===== config.mk =====
export PLATFORM = sky130hd
export DESIGN_NAME = kf8259_interrupt_ack_sequencer
export DESIGN_NICKNAME = d
export VERILOG_FILES = /design/src/rtl/kf8259_common_package.sv /design/src/rtl/kf8259_priority_compare.sv /design/src/rtl/kf8259_interrupt_ack_sequencer.sv
export SDC_FILE = /design/constraint.sdc
export NUM_CORES = 1
export LEC_CHECK = 0
export CAP_MARGIN = 0
export CORE_MARGIN = 3
export CORE_UTILIZATION = 55
export CTS_CLUSTER_SIZE = 28
export DETAILED_ROUTE_END_ITERATION = 12
export DONT_BUFFER_PORTS = 1
export PLACE_DENSITY = 0.68
export SYNTH_ARGS = -nofsm -noshare
export SYNTH_HDL_FRONTEND = slang
export SYNTH_SLANG_ARGS = --single-unit

===== constraint.sdc =====
create_clock -name clock -period 10.8 [get_ports clock]
set_input_delay 1.62 -clock clock [delete_from_list [all_inputs] [get_ports clock]]
set_output_delay 1.62 -clock clock [all_outputs]
set_load 0.03 [all_outputs]

===== src/rtl/kf8259_common_package.sv =====
// Shared types and helpers for the 8259 interrupt-acknowledge path.
// priority_rotate names the lowest-priority level, so IR(priority_rotate+1) is the highest.
package kf8259_common_package;

  typedef enum logic [1:0] {
    IDLE  = 2'd0,
    ACK1  = 2'd1,
    WAIT2 = 2'd2,
    ACK2  = 2'd3
  } ack_state_t;

  localparam logic [2:0] CMD_AEOI_ROT_CLR = 3'b000;
  localparam logic [2:0] CMD_NS_EOI       = 3'b001;
  localparam logic [2:0] CMD_NOP          = 3'b010;
  localparam logic [2:0] CMD_S_EOI        = 3'b011;
  localparam logic [2:0] CMD_AEOI_ROT_SET = 3'b100;
  localparam logic [2:0] CMD_ROT_NS_EOI   = 3'b101;
  localparam logic [2:0] CMD_SET_PRIORITY = 3'b110;
  localparam logic [2:0] CMD_ROT_S_EOI    = 3'b111;

  // Rotating by lowest+1 brings the highest-priority level down to bit 0.
  function automatic logic [7:0] rotate_right(input logic [7:0] source, input logic [2:0] lowest);
    logic [15:0] doubled;
    logic [3:0]  amount;
    amount  = {1'b0, lowest} + 4'd1;
    doubled = {source, source} >> amount;
    return doubled[7:0];
  endfunction

  function automatic logic [7:0] rotate_left(input logic [7:0] source, input logic [2:0] lowest);
    logic [15:0] doubled;
    logic [3:0]  amount;
    amount  = {1'b0, lowest} + 4'd1;
    doubled = {source, source} << amount;
    return doubled[15:8];
  endfunction

  function automatic logic [7:0] resolv_priority(input logic [7:0] request, input logic [2:0] lowest);
    logic [7:0] rotated;
    logic [7:0] lowest_bit;
    rotated    = rotate_right(request, lowest);
    lowest_bit = rotated & (~rotated + 8'd1);
    return rotate_left(lowest_bit, lowest);
  endfunction

  function automatic logic [2:0] onehot_to_index(input logic [7:0] onehot);
    logic [2:0] index;
    index = 3'd0;
    for (int i = 0; i < 8; i++) begin
      if (onehot[i]) begin
        index = 3'(i);
      end
    end
    return index;
  endfunction

endpackage


===== src/rtl/kf8259_priority_compare.sv =====
// Picks the winning request under the current rotation and compares it
// against the highest level already in service.
module kf8259_priority_compare
  import kf8259_common_package::*;
(
  input  logic [7:0] interrupt_request,
  input  logic [7:0] in_service_register,
  input  logic [7:0] highest_level_in_service,
  input  logic [2:0] priority_rotate,
  output logic [7:0] resolved_request,
  output logic       request_higher_than_isr
);

  logic [7:0] rotated_request;
  logic [7:0] rotated_highest;

  // After rotation a smaller one-hot value means a higher priority.
  always_comb begin
    resolved_request = resolv_priority(interrupt_request, priority_rotate);
    rotated_request  = rotate_right(resolved_request, priority_rotate);
    rotated_highest  = rotate_right(highest_level_in_service, priority_rotate);
    if (in_service_register == 8'h00) begin
      request_higher_than_isr = 1'b1;
    end else begin
      request_higher_than_isr = (rotated_request < rotated_highest);
    end
  end

endmodule


===== src/rtl/kf8259_interrupt_ack_sequencer.sv =====
// 8259 in-service sequencer: two-pulse INTA handshake, vector drive,
// OCW2 end-of-interrupt / rotation decode and auto-EOI.
module kf8259_interrupt_ack_sequencer
  import kf8259_common_package::*;
(
  input  logic       clock,
  input  logic       reset,
  input  logic       interrupt_acknowledge_n,
  input  logic [7:0] interrupt_request,
  input  logic [7:0] in_service_register,
  input  logic [7:0] highest_level_in_service,
  input  logic       ocw2_write,
  input  logic [7:0] ocw2_data,
  input  logic [4:0] icw2_vector,
  input  logic       auto_eoi_config,
  output logic       interrupt,
  output logic       latch_in_service,
  output logic [7:0] interrupt_to_service,
  output logic [7:0] end_of_interrupt,
  output logic [2:0] priority_rotate,
  output logic [7:0] vector_out,
  output logic       vector_out_enable
);

  ack_state_t state;
  logic       inta_prev;
  logic       rotate_in_aeoi;
  logic       spurious;
  logic       inta_fall;
  logic       inta_rise;
  logic       aeoi_fire;
  logic [7:0] resolved_request;
  logic       request_higher_than_isr;
  logic [7:0] ocw2_eoi;
  logic       ocw2_rotate_valid;
  logic [2:0] ocw2_rotate_value;
  logic       ocw2_unused_bits;

  kf8259_priority_compare u_priority_compare (
    .interrupt_request        (interrupt_request),
    .in_service_register      (in_service_register),
    .highest_level_in_service (highest_level_in_service),
    .priority_rotate          (priority_rotate),
    .resolved_request         (resolved_request),
    .request_higher_than_isr  (request_higher_than_isr)
  );

  assign inta_fall        = inta_prev & ~interrupt_acknowledge_n;
  assign inta_rise        = ~inta_prev & interrupt_acknowledge_n;
  assign aeoi_fire        = (state == ACK2) & inta_rise & auto_eoi_config & ~spurious;
  assign ocw2_unused_bits = ^ocw2_data[4:3];

  // OCW2 command decode into EOI clear mask and rotation update.
  always_comb begin
    ocw2_eoi          = 8'h00;
    ocw2_rotate_valid = 1'b0;
    ocw2_rotate_value = 3'd0;
    if (ocw2_write) begin
      case (ocw2_data[7:5])
        CMD_NS_EOI: begin
          ocw2_eoi = highest_level_in_service;
        end
        CMD_S_EOI: begin
          ocw2_eoi = 8'h01 << ocw2_data[2:0];
        end
        CMD_ROT_NS_EOI: begin
          ocw2_eoi          = highest_level_in_service;
          ocw2_rotate_valid = |highest_level_in_service;
          ocw2_rotate_value = onehot_to_index(highest_level_in_service);
        end
        CMD_ROT_S_EOI: begin
          ocw2_eoi          = 8'h01 << ocw2_data[2:0];
          ocw2_rotate_valid = 1'b1;
          ocw2_rotate_value = ocw2_data[2:0];
        end
        CMD_SET_PRIORITY: begin
          ocw2_rotate_valid = 1'b1;
          ocw2_rotate_value = ocw2_data[2:0];
        end
        default: begin
          ocw2_eoi = 8'h00;
        end
      endcase
    end else begin
      ocw2_eoi = 8'h00;
    end
  end

  // Acknowledge FSM with registered outputs; OCW2 rotation outranks AEOI rotation.
  always_ff @(posedge clock) begin
    if (reset) begin
      state                <= IDLE;
      inta_prev            <= 1'b1;
      rotate_in_aeoi       <= 1'b0;
      spurious             <= 1'b0;
      interrupt            <= 1'b0;
      latch_in_service     <= 1'b0;
      interrupt_to_service <= 8'h00;
      end_of_interrupt     <= 8'h00;
      priority_rotate      <= 3'b111;
      vector_out           <= 8'h00;
      vector_out_enable    <= 1'b0;
    end else begin
      inta_prev        <= interrupt_acknowledge_n;
      latch_in_service <= 1'b0;
      end_of_interrupt <= ocw2_eoi | (aeoi_fire ? interrupt_to_service : 8'h00);

      if (ocw2_rotate_valid) begin
        priority_rotate <= ocw2_rotate_value;
      end else if (aeoi_fire && rotate_in_aeoi) begin
        priority_rotate <= onehot_to_index(interrupt_to_service);
      end

      if (ocw2_write && (ocw2_data[7:5] == CMD_AEOI_ROT_SET)) begin
        rotate_in_aeoi <= 1'b1;
      end else if (ocw2_write && (ocw2_data[7:5] == CMD_AEOI_ROT_CLR)) begin
        rotate_in_aeoi <= 1'b0;
      end

      case (state)
        IDLE: begin
          interrupt <= (|resolved_request) & request_higher_than_isr;
          if (inta_fall) begin
            interrupt <= 1'b0;
            state     <= ACK1;
            if (|resolved_request) begin
              interrupt_to_service <= resolved_request;
              latch_in_service     <= 1'b1;
              spurious             <= 1'b0;
            end else begin
              interrupt_to_service <= 8'h80;
              spurious             <= 1'b1;
            end
          end
        end
        ACK1: begin
          interrupt <= 1'b0;
          if (inta_rise) begin
            state <= WAIT2;
          end
        end
        WAIT2: begin
          interrupt <= 1'b0;
          if (inta_fall) begin
            state             <= ACK2;
            vector_out        <= {icw2_vector, onehot_to_index(interrupt_to_service)};
            vector_out_enable <= 1'b1;
          end
        end
        ACK2: begin
          interrupt <= 1'b0;
          if (inta_rise) begin
            state                <= IDLE;
            vector_out           <= 8'h00;
            vector_out_enable    <= 1'b0;
            interrupt_to_service <= 8'h00;
            spurious             <= 1'b0;
          end
        end
        default: begin
          state     <= IDLE;
          interrupt <= 1'b0;
        end
      endcase
    end
  end

endmodule


==> results of run 1 <==
cell families (layout without fill, tap and decap cells):
logic type,count (synthesis),after routing
AO/OA/AOI/OAI,125,125
adder cells (fa/ha/maj),13,13
buffers and inverters,46,30
flip-flops,35,35
multiplexers,63,63
AND/OR/NAND/NOR,179,179
power by group through the flow:
| stage | registers (mW) | clock network (mW) | logic, mW |
|---|---|---|---|
| final | 0.172 | 0.121 | 0.244 |
| after global routing | 0.173 | 0.128 | 0.267 |
| after detailed placement | 0.174 | 0 | 0.238 |
| after floorplan | 0.171 | 0 | 0.196 |
| after global placement | 0.174 | 0 | 0.235 |
| after CTS | 0.172 | 0.123 | 0.240 |
synth_stat cells, types with 3 or more instances:
cell,number
nor3_1,13
clkbuf_1,12
a211oi_1,9
a21oi_1,17
nor2b_1,10
a22oi_1,25
or2_2,5
o32a_1,3
a211o_1,3
nand3_1,15
buf_1,7
or4_1,3
mux4_2,23
o21ai_0,10
ha_1,13
a221oi_1,4
buf_2,7
a31oi_1,5
o31ai_1,3
nor3b_1,3
o211ai_1,4
nand2b_1,10
o32ai_1,4
mux2i_1,18
nand2_1,31
nand4_1,3
o22ai_1,9
inv_1,15
nor2_1,62
nor4_1,8
mux2_2,18
dfxtp_1,35
a21o_1,8
layout by cell type (no fill, tap or decap), types with 15 or more instances in the layout:
| master | n |
|---|---|
| a21oi_1 | 17 |
| nand2_1 | 31 |
| mux2i_1 | 18 |
| inv_1 | 15 |
| nand3_1 | 15 |
| nor2_1 | 62 |
| mux4_2 | 23 |
| dfxtp_1 | 33 |
| a22oi_1 | 25 |
| mux2_2 | 18 |
worst min-delay path: stages, from the launching register on:
cell and delay, ps:
dfxtp_1 330, nand2_1 60, a21oi_1 50
worst max-delay path by stage:
stage                                    start                   end  slack, ps  cells past startpoint
final                     interrupt_request[6]  interrupt$_SDFF_PP0_       5320                     14
after global routing      interrupt_request[5]  interrupt$_SDFF_PP0_       5070                     14
after CTS                 interrupt_request[6]  interrupt$_SDFF_PP0_       5420                     14
after detailed placement  interrupt_request[6]  interrupt$_SDFF_PP0_       5120                     14
after global placement    interrupt_request[6]  interrupt$_SDFF_PP0_       5190                     14
after floorplan           interrupt_request[4]  interrupt$_SDFF_PP0_       5540                     15
cell type report:
class	instances	area share
clock inverter	3	0.0110
tap	93	0.0293
clock buffer	5	0.0173
multi-input combinational	380	0.741
timing repair buffer	4	0.00756
sequential	35	0.177
inverter	18	0.0170
flip-flops by register name, summed over array words and instances (netlist names):
| signal | flops |
|---|---|
| end_of_interrupt | 8 |
| vector_out_enable | 1 |
| priority_rotate | 3 |
| vector_out | 8 |
| state | 2 |
| latch_in_service | 1 |
| interrupt_to_service | 8 |
| spurious | 1 |
| rotate_in_aeoi | 1 |
| interrupt | 1 |
| inta_prev | 1 |
metal layers:
layer  up-vias  GRT usage  routed length [um]
met3         9     0.0566                 977
li1       1749          -                   -
met4         0     0.0298                  71
met1      1735      0.441                5210
met5         -          0                   0
met2       173      0.388                4690
==> summary.txt, run 1 <==
Status
  • Status: finished, final reports clean

Cells and area
  • Final cell count without fillers: 538
  • Final Cell Area: between 0.003 and 0.004 mm^2
  • Multi-input logic area: 0.00294 mm^2
  • # fillers: between 600 and 700
  • Diodes inserted: 0
  • Nets: 499
  • P&R area growth vs syn: 3.35%
  • Core Util, Final: 0.605
  • Reg area: 703 um^2
  • Share of cells above drive strength 1: 0.169

Floorplan
  • Die area: approximately 0.0080 mm^2
  • Core box area: between 0.006 and 0.007 mm^2
  • Initial Util: 0.585
  • Die width: 89.6 um
  • # rows: 29
  • Height of the die: 89.6 um
  • I/O pin count: 72

Place
  • HPWL after detailed placement: 8150 um
  • Area after DPL: 0.00386 mm^2
  • Placed cells: 530
  • Routability cong.: about 1
  • Place WS: roughly 5100 ps
  • Port buffer count: 0

Clock network
  • H-Tree Depth: 2
  • Clock Path Buffers: 2
  • Number of CTS-inserted buffers: 5
  • Hold-fix buffers, CTS: 0
  • # Post-CTS Setup Buffers: 0
  • Clock Sinks: 35
  • CTS tree: done
  • CTS root buf: clkbuf_8
  • Resize count post-CTS: 0
  • Clk_lat worst skew: 290 ps
  • Clock-pin slew on the worst setup and hold paths: 80 ps

Power
  • Comb power frac: 0.455
  • Int Power: 0.313 mW
  • Total power: approximately 0.54 mW
  • Clock share of power: 0.225
  • Pwr Density: 135 mW/mm^2
  • Lkg Pwr: 1.47 nW
  • Reg power frac: 0.320
  • VDD IR-drop max: 0.0932 mV
  • Sw Ratio: 0.417
  • Sw power: 0.224 mW

Yosys
  • Post-synthesis xor/xnor area fraction: 0
  • Synthesized area: a little under 0.004 mm^2
  • Asr flop ratio synth: 0
  • Synth area leaders: dfxtp_1 (18%), mux4_2 (13%), nor2_1 (6.1%)
  • Yosys top cell area share: 0.182
  • Adder-cell share of the synthesized area: 0.0423
  • Area leader, netlist: dfxtp_1
  • Sequential element share of the synthesized area: 0.182
  • Number of synthesized flops with an enable pin: 0
  • Avg Cell Area, Syn: ~8.3 um^2
  • Synth Area in Compound Gates: 0.239
  • Netlist cell types: 69
  • Cell count after synthesis: 461
  • Most used flip-flop cell after synthesis: dfxtp_1
  • Seq cells post-synth: 35
  • Synth warn: 0
  • Combinational family with the most area after synthesis: multiplexers
  • Multiplexer share of the synthesized area: 0.252
  • Syn_nets: 516
  • Simple-gate share of the synthesized area: 0.232

Detailed routing
  • DRC Markers: 0
  • Vias: 3666
  • Final ANT Viol Nets: 0
  • Total wire length: 10900 um
  • 1st-iter DRT viols: 366
  • Post-DR vias/cell: 6.81
  • Initial DRT Pass Iterations: 4
  • Routed WL per cell: a little over 20 um

Job
  • Max_cap viols: 0

Worst hold path
  • Hold-critical path depth: 2
  • Hold Startpoint: spurious$_SDFFE_PP0P_
  • Hold Crit Endpoint: spurious$_SDFFE_PP0P_
  • Hold WC Path Type: reg -> reg

Worst setup path
  • Buf/Inv on CP: 0
  • Critical-path cell list: mux4_2 -> mux2i_1 -> nand2_1 -> a211oi_1 -> a21oi_1 -> o21ai_0 -> mux2_2 -> mux2_2 -> mux2_2 -> ha_1 -> nand4_1 -> or4_1 -> a211oi_1 -> a211oi_2
  • Reg-to-reg startpoint: priority_rotate[0]$_SDFFE_PP1P_
  • Most used cell, CP: mux2_2
  • Worst setup EP type: flip-flop
  • CP top delay family: compound AO/OA/AOI/OAI gates
  • WP data required: 10970 ps
  • Worst setup SP type: input pin
  • Reg2reg end: interrupt$_SDFF_PP0_
  • CP arrival: between 5000 and 6000 ps
  • CP Max Fanout: 9
  • Cells on worst reg2reg path: 16
  • R2R Setup Slk: 5520 ps
  • CP peak stage delay: 560 ps
  • WS Path Type: in -> reg
  • Slowest-stage cell, CP: o21ai_0

Global routing
  • All-Layer GR Usage: 0.275
  • Vias in the first global route: approximately 3300
  • Largest net degree at the start of global routing: 46
  • First-pass GRT wire length: approximately 17000 um
  • Antenna violations before repair: 0
  • GRT overflow: 0

Timing
  • Post-Route Setup TNS: 0 ps
  • Post-Route Skew: 2.80 ps
  • Period minus WS final: 5480 ps
  • Final hold vios: 0
  • Final slew viol count: 0
  • Setup Viol. Count Final: 0
  • Hold_ws: 466 ps
  • Unrepaired setup endpoints after global routing: no
  • Slew HR: 0.237
  • Final period util: 0.507
  • Setup ws final: between 5000 and 6000 ps
  • Actual slew at the worst max-slew pin: 1140 ps
  • Max Freq: between 150 and 200 MHz
Power figures use the tool's default switching activity.
==> run 2, diff against run 1 <==
- PLACE_DENSITY: 0.68 -> 0.71
- clock period: 10.8 -> 4.8 ns (I/O delays scaled with it)
==> summary.txt, run 2 (synthesis gave the netlist of run 1 again) <==
Cells and area
  • # fillers: 568 (-6.0%)
  • Diodes inserted: 0 (unchanged)
  • Multi-input logic area: 0.00296 mm^2 (+0.60%)
  • Share of cells above drive strength 1: 0.199 (+0.0306)
  • Reg area: 706 um^2 (+0.36%)
  • Regs by FF count: end_of_interrupt: 8 flops, interrupt_to_service: 8 flops, vector_out: 8 flops
  • P&R area growth vs syn: 6.22%
  • Commonest non-fill, non-tap cells in the layout: nor2_1 (61), dfxtp_1 (33), nand2_1 (31)
  • Most common cell after layout, fill and taps aside: nor2_1
  • Nets: 511 (+2.4%)

Worst hold path
  • Hold WC Path Type: reg -> reg

Worst setup path
  • CP peak stage delay: 610 ps (+50 ps)
  • Slowest-stage cell, CP: dfxtp_2
  • R2R Setup Slk: 220 ps (-5300 ps)
  • Critical-path cell list: mux4_2 -> mux2i_1 -> nor2_1 -> o2bb2ai_1 -> or3_1 -> o311a_1 -> mux2_2 -> mux2_2 -> mux2_2 -> ha_1 -> nand4_1 -> or4_1 -> a211oi_1 -> a211oi_2
  • WS Path Type: reg -> reg
  • Most used cell, CP: mux2_2
  • Worst setup SP type: flip-flop
  • WP data required: 4970 ps (-6000 ps)
  • CP Max Fanout: 13 (+4)
  • Worst setup EP type: flip-flop
  • CP arrival: 4760 ps (-890 ps)

Floorplan
  • Die area: 0.00803 mm^2 (unchanged)
  • Height of the die: 89.6 um (unchanged)
  • I/O pin count: 72 (unchanged)
  • Die width: 89.6 um (unchanged)
  • # rows: 29 (unchanged)
  • Core box area: 0.00657 mm^2 (unchanged)
  • Initial Util: 0.585 (unchanged)

Power
  • Lkg Pwr: 1.53 nW (+4.4%)
  • VDD IR-drop max: 0.206 mV (+120%)
  • Pwr Density: 300 mW/mm^2 (+120%)
  • Total power: 1.22 mW (+130%)

Place
  • Port buffer count: 0 (unchanged)
  • HPWL after detailed placement: 8350 um (+2.4%)
  • Routability cong.: 1.04 (+5.2%)

Clock network
  • Clock Path Buffers: 2 (unchanged)
  • Clock Sinks: 35 (unchanged)
  • H-Tree Depth: 2 (unchanged)
  • # Post-CTS Setup Buffers: 0 (unchanged)
  • Number of CTS-inserted buffers: 5 (unchanged)
  • Clk_lat worst skew: 290 ps (about the same)
  • Hold-fix buffers, CTS: 0 (unchanged)
  • Clock-pin slew on the worst setup and hold paths: 80 ps (about the same)
  • CTS root buf: clkbuf_8
  • CTS tree: done

Job
  • Max_cap viols: 0 (unchanged)

Timing
  • Slew HR: 0.418 (+0.182)
  • Period minus WS final: approximately 4600 ps
  • Setup Viol. Count Final: 0 (unchanged)
  • Final period util: 0.955
  • Unrepaired setup endpoints after global routing: no
  • Post-Route Skew: 4.70 ps (+1.91 ps)
  • Final slew viol count: 0 (unchanged)
  • Final hold vios: 0 (unchanged)
  • Actual slew at the worst max-slew pin: 868 ps (-274 ps)
  • Post-Route Setup TNS: 0 ps (unchanged)
  • Max Freq: 218 MHz

Status
  • Status: finished, final reports clean

Detailed routing
  • Initial DRT Pass Iterations: 5 (+1)
  • Total wire length: 11000 um (+0.68%)
  • Final ANT Viol Nets: 0 (unchanged)
  • Vias: 3750 (+2.3%)
  • 1st-iter DRT viols: 364 (-0.55%)
  • DRC Markers: 0 (unchanged)
  • Routed WL per cell: 20.0 um (-1.5%)
  • Post-DR vias/cell: 6.82 (about the same)

Global routing
  • Vias in the first global route: 3458 (+5.3%)
  • GRT overflow: 0 (unchanged)
  • Largest net degree at the start of global routing: 36 (-22%)
  • Antenna violations before repair: 0 (unchanged)
  • First-pass GRT wire length: 17400 um (+1.2%)
  • All-Layer GR Usage: 0.276 (+0.00134)
## run 2: worst max-delay path: cells and delay by family, from the launching register on
| family | cells | cell delay, ps |
|---|---|---|
| mux | 5 | 1740 |
| compound gates | 4 | 740 |
| simple gates | 4 | 1060 |
| flops | 1 | 610 |
| fa+ha+maj | 1 | 320 |
## run 2: final timing paths
path / cells after the start / from / to
hold / removal: 2 / spurious$_SDFFE_PP0P_ / spurious$_SDFFE_PP0P_
hold reg to reg: 2 / spurious$_SDFFE_PP0P_ / spurious$_SDFFE_PP0P_
setup / recovery: 14 / priority_rotate[0]$_SDFFE_PP1P_ / interrupt$_SDFF_PP0_
setup reg to reg: 14 / priority_rotate[0]$_SDFFE_PP1P_ / interrupt$_SDFF_PP0_
## run 2: timing repair
action,in CTS,in global routing
setup endpoints to repair,0,1
hold endpoints to repair,0,0
gates resized for setup,0,6
## run 2: metal layers
| metal | global-route usage | share of wire | up-vias |
|---|---|---|---|
| li1 | - | - | 1775 |
| met1 | 0.412 | 0.46 | 1795 |
| met2 | 0.399 | 0.45 | 172 |
| met3 | 0.0885 | 0.093 | 8 |
| met4 | 0.0379 | 0.0041 | 0 |
| met5 | 0 | 0 | - |
## run 2: through the flow
step | hold slack [ps] | worst slack (ps) | cell area, um^2 | instances | utilization
floorplan | 432 | 408 | 3840 | 461 | -
global placement | 439 | 203 | 3950 | 542 | 0.601
detailed placement | 453 | 174 | 3950 | 542 | 0.601
CTS | 463 | 152 | 4060 | 550 | 0.619
global route | 479 | 2.07 | 4080 | 550 | 0.622
finish | 467 | 217 | 4080 | 550 | 0.622
## run 2: cell type report
| cell class | count | share of cell area |
|---|---|---|
| clock buffer | 5 | 0.0169 |
| clock inverter | 3 | 0.0107 |
| inverter | 18 | 0.0165 |
| multi-input combinational | 380 | 0.725 |
| sequential | 35 | 0.173 |
| tap | 93 | 0.0285 |
| timing repair buffer | 16 | 0.0294 |
## run 2: power by group
| group | total (mW) | leakage, nW | switching, mW | internal, mW |
|---|---|---|---|---|
| clock | 0.269 | 0.0581 | 0.114 | 0.155 |
| sequential | 0.389 | 0.284 | 0.0698 | 0.319 |
| combinational | 0.567 | 1.19 | 0.322 | 0.245 |
| total | 1.22 | 1.53 | 0.505 | 0.719 |
==> run 3, diff against run 2 <==
- CTS_BUF_LIST: default -> sky130_fd_sc_hd__clkbuf_8 sky130_fd_sc_hd__clkbuf_16
- CTS_CLUSTER_SIZE: 28 -> 30
- SYNTH_HIERARCHICAL: default -> 1
==> summary.txt, run 3 <==
Yosys
  • Number of synthesized flops with an enable pin: 0 (unchanged)
  • Yosys top cell area share: 0.186 (+0.00369)
  • Netlist cell types: 74 (+7.2%)
  • Sequential element share of the synthesized area: 0.186 (+0.00369)
  • Area leader, netlist: dfxtp_1
  • Syn_nets: 493 (-4.5%)
  • Most frequent cells after synthesis: nor2_1 (59), dfxtp_1 (35), nand2_1 (28)
  • Most numerous cell in the Yosys netlist: nor2_1
  • Synth area leaders: dfxtp_1 (19%), mux4_2 (14%), mux2i_1 (6.9%)
  • Cell count after synthesis: 438 (-5.0%)
  • Asr flop ratio synth: 0 (unchanged)
  • Avg Cell Area, Syn: 8.60 um^2 (+3.2%)
  • Synthesized area: 0.00377 mm^2 (-2.0%)
  • Seq cells post-synth: 35 (unchanged)
  • Synth warn: 6 (+6)
  • Most used flip-flop cell after synthesis: dfxtp_1

Timing
  • Final period util: 0.981 (+0.0260)
  • Actual slew at the worst max-slew pin: 952 ps (+83.4 ps)
  • Slew HR: 0.363 (-0.0557)
  • Setup Viol. Count Final: 0 (unchanged)
  • Setup ws final: 91.7 ps (-125 ps)
  • Final slew viol count: 0 (unchanged)
  • Max Freq: 212 MHz (-2.7%)
  • Period minus WS final: 4710 ps (+125 ps)
  • Final hold vios: 0 (unchanged)
  • Post-Route Setup TNS: 0 ps (unchanged)
  • Post-Route Skew: 4.41 ps (-0.295 ps)

Floorplan
  • # rows: 29 (unchanged)
  • I/O pin count: 72 (unchanged)
  • Die area: 0.00788 mm^2 (-1.8%)
  • Die width: 88.8 um (-0.93%)
  • Initial Util: 0.580 (-0.00521)
  • Core box area: 0.00649 mm^2 (-1.1%)
  • Height of the die: 88.8 um (-0.93%)

Power
  • Sw power: 0.507 mW (+0.30%)
  • Pwr Density: 283 mW/mm^2 (-5.8%)
  • Sw Ratio: 0.410 (-0.00242)
  • Reg power frac: 0.317 (about the same)
  • VDD IR-drop max: 0.285 mV (+38%)
  • Lkg Pwr: 1.78 nW (+16%)
  • Comb power frac: 0.524 (+0.061)
  • Int Power: 0.729 mW (+1.3%)
  • Clock share of power: 0.159 (-0.060)

Global routing
  • All-Layer GR Usage: 0.262 (-0.0142)
  • First-pass GRT wire length: 16600 um (-4.6%)
  • Vias in the first global route: 3555 (+2.8%)
  • Antenna violations before repair: 0 (unchanged)
  • Largest net degree at the start of global routing: 37 (+2.8%)
  • GRT overflow: 0 (unchanged)

Cells and area
  • Share of cells above drive strength 1: 0.292 (+0.0925)
  • Regs by FF count: end_of_interrupt: 8 flops, interrupt_to_service: 8 flops, vector_out: 8 flops
  • Commonest non-fill, non-tap cells in the layout: nor2_1 (59), buf_4 (59), dfxtp_1 (33)
  • Diodes inserted: 0 (unchanged)
  • Final Cell Area: 0.00437 mm^2 (+7.1%)
  • P&R area growth vs syn: 16.1%
  • Nets: 534 (+4.5%)

Worst hold path
  • Hold Startpoint: reset
  • Hold-critical path depth: 1 (-1)
  • Hold WC Path Type: in -> reg
  • Hold Crit Endpoint: interrupt_to_service[3]$_SDFFE_PP0P_

Worst setup path
  • R2R Setup Slk: 100 ps (-120 ps)
  • CP peak stage delay: 480 ps (-130 ps)
  • Cells on worst reg2reg path: 21 (+7)
  • Reg2reg end: interrupt$_SDFF_PP0_
  • CP Max Fanout: 7 (-6)
  • Critical-path cell list: mux4_2 -> mux2_2 -> nand3b_1 -> a2111o_1 -> o221ai_2 -> o21ai_2 -> a21boi_1 -> mux4_2 -> mux2i_1 -> ha_1 -> a21oi_2 -> nor2b_1 -> o21ai_1 -> nand2b_1 -> a2111oi_2 -> nor2b_1 -> a211oi_2 -> buf_4 -> nand4b_1 -> nor3_1
  • WP data required: 5010 ps (+40 ps)
  • Slowest-stage cell, CP: mux4_2
  • CP arrival: 4920 ps (+160 ps)
  • Worst setup EP type: flip-flop
  • Worst setup SP type: input pin
  • Reg-to-reg startpoint: priority_rotate[1]$_SDFFE_PP1P_
  • WS Path Type: in -> reg

Clock network
  • Clock Path Buffers: 2 (unchanged)
  • Number of CTS-inserted buffers: 5 (unchanged)
  • Clock Sinks: 35 (unchanged)
  • Clock-pin slew on the worst setup and hold paths: 70 ps (about the same)
  • Hold-fix buffers, CTS: 0 (unchanged)
  • CTS root buf: clkbuf_8
  • Clk_lat worst skew: 280 ps (about the same)
  • CTS tree: done
  • H-Tree Depth: 2 (unchanged)

Place
  • Place WS: -243 ps (-417 ps)
  • Port buffer count: 0 (unchanged)
  • Routability cong.: 0.950 (-8.6%)
  • Area after DPL: 0.00414 mm^2 (+4.8%)
  • HPWL after detailed placement: 7760 um (-7.0%)

Detailed routing
  • Final ANT Viol Nets: 0 (unchanged)
  • Post-DR vias/cell: 6.64 (-2.5%)
  • Routed WL per cell: 18.7 um (-6.6%)
  • Total wire length: 10400 um (-5.4%)
  • Initial DRT Pass Iterations: 6 (+1)
  • Vias: 3701 (-1.3%)
  • 1st-iter DRT viols: 347 (-4.7%)
  • DRC Markers: 0 (unchanged)

Job
  • Max_cap viols: 0 (unchanged)

Status
  • Status: finished, final reports clean
==> run 3: cell count changes in the layout (fill, tap and decap cells not counted), moves of 4 or more <==
cell	delta
a211oi_1	-5
and2_1	+5
buf_4	+43
inv_1	+5
mux2_2	-9
mux2i_1	+4
mux2i_2	+5
nand3_1	-7
nand3b_1	+5
nor2b_1	-4
nor3_1	-7
nor4_1	-4
o22ai_1	-8
==> run 3: layout make-up <==
| type | instances | area, um^2 |
|---|---|---|
| Multi-Input combinational cell | 354 | 2930 |
| Clock inverter | 3 | 12.5 |
| Fill cell | 530 | 2120 |
| Clock buffer | 5 | 68.8 |
| Inverter | 22 | 85.1 |
| Sequential cell | 35 | 708 |
| Tap cell | 77 | 96.3 |
| Timing Repair Buffer | 61 | 474 |
==> run 3: routing by layer <==
metal / global-route usage / vias up / share of wire
met5: 0 / - / 0
met4: 0.0440 / 0 / 0.0085
met3: 0.0521 / 12 / 0.065
met2: 0.451 / 128 / 0.49
met1: 0.345 / 1796 / 0.43
li1: - / 1765 / -
==> run 3: logic make-up (layout without fill, tap and decap cells) <==
group                    count (synthesis)  after routing  share of synthesized area
AO/OA/AOI/OAI                          125            125                      0.253
multiplexers                            59             59                      0.237
AND/OR/NAND/NOR                        157            157                      0.220
buffers and inverters                   49             91                     0.0611
flip-flops                              35             35                      0.186
adder cells (fa/ha/maj)                 13             13                     0.0432
==> run 3: timing repair <==
item                                    in CTS  in global routing
buffers inserted                             0                  5
pin swaps                                    0                  7
endpoints found under the setup margin       1                  1
gates resized for setup                      1                 24
==> run 3: per-stage QoR <==
| stage | hold WS, ps | total power [mW] | std cells | util |
|---|---|---|---|---|
| 6_report | 499 | 1.24 | 557 | 0.673 |
| 5_1_grt | 489 | 1.32 | 557 | 0.673 |
| 4_1_cts | 496 | 1.19 | 552 | 0.651 |
| 3_5_place_dp | 532 | 0.996 | 544 | 0.638 |
| 3_3_place_gp | 521 | 0.981 | 544 | 0.638 |
| 2_1_floorplan | 504 | 0.823 | 438 | - |
==> run 3: worst max path at each step <==
stage / from / endpoint / slack (ps) / cells past startpoint
after floorplan: interrupt_request[4] / interrupt$_SDFF_PP0_ / 40 / 20
after global placement: interrupt_request[5] / interrupt$_SDFF_PP0_ / -170 / 20
after detailed placement: interrupt_request[5] / interrupt$_SDFF_PP0_ / -240 / 20
after CTS: priority_rotate[0]$_SDFFE_PP1P_ / interrupt$_SDFF_PP0_ / 40 / 20
after global routing: priority_rotate[1]$_SDFFE_PP1P_ / interrupt$_SDFF_PP0_ / -120 / 21
final: interrupt_request[5] / interrupt$_SDFF_PP0_ / 90 / 20
==> run 3: power groups by stage <==
stage	clock, mW	sequential [mW]	combinational [mW]
finish	0.197	0.392	0.647
global route	0.211	0.396	0.712
CTS	0.197	0.394	0.601
detailed placement	0	0.400	0.596
global placement	0	0.399	0.582
floorplan	0	0.391	0.432
==> run 3: critical path, delay by kind of cell <==
| family | cells | cell delay, ps |
|---|---|---|
| AND/OR/NAND/NOR | 6 | 660 |
| adder cells (fa/ha/maj) | 1 | 270 |
| buffers and inverters | 1 | 150 |
| multiplexers | 4 | 1360 |
| AO/OA/AOI/OAI | 8 | 1750 |
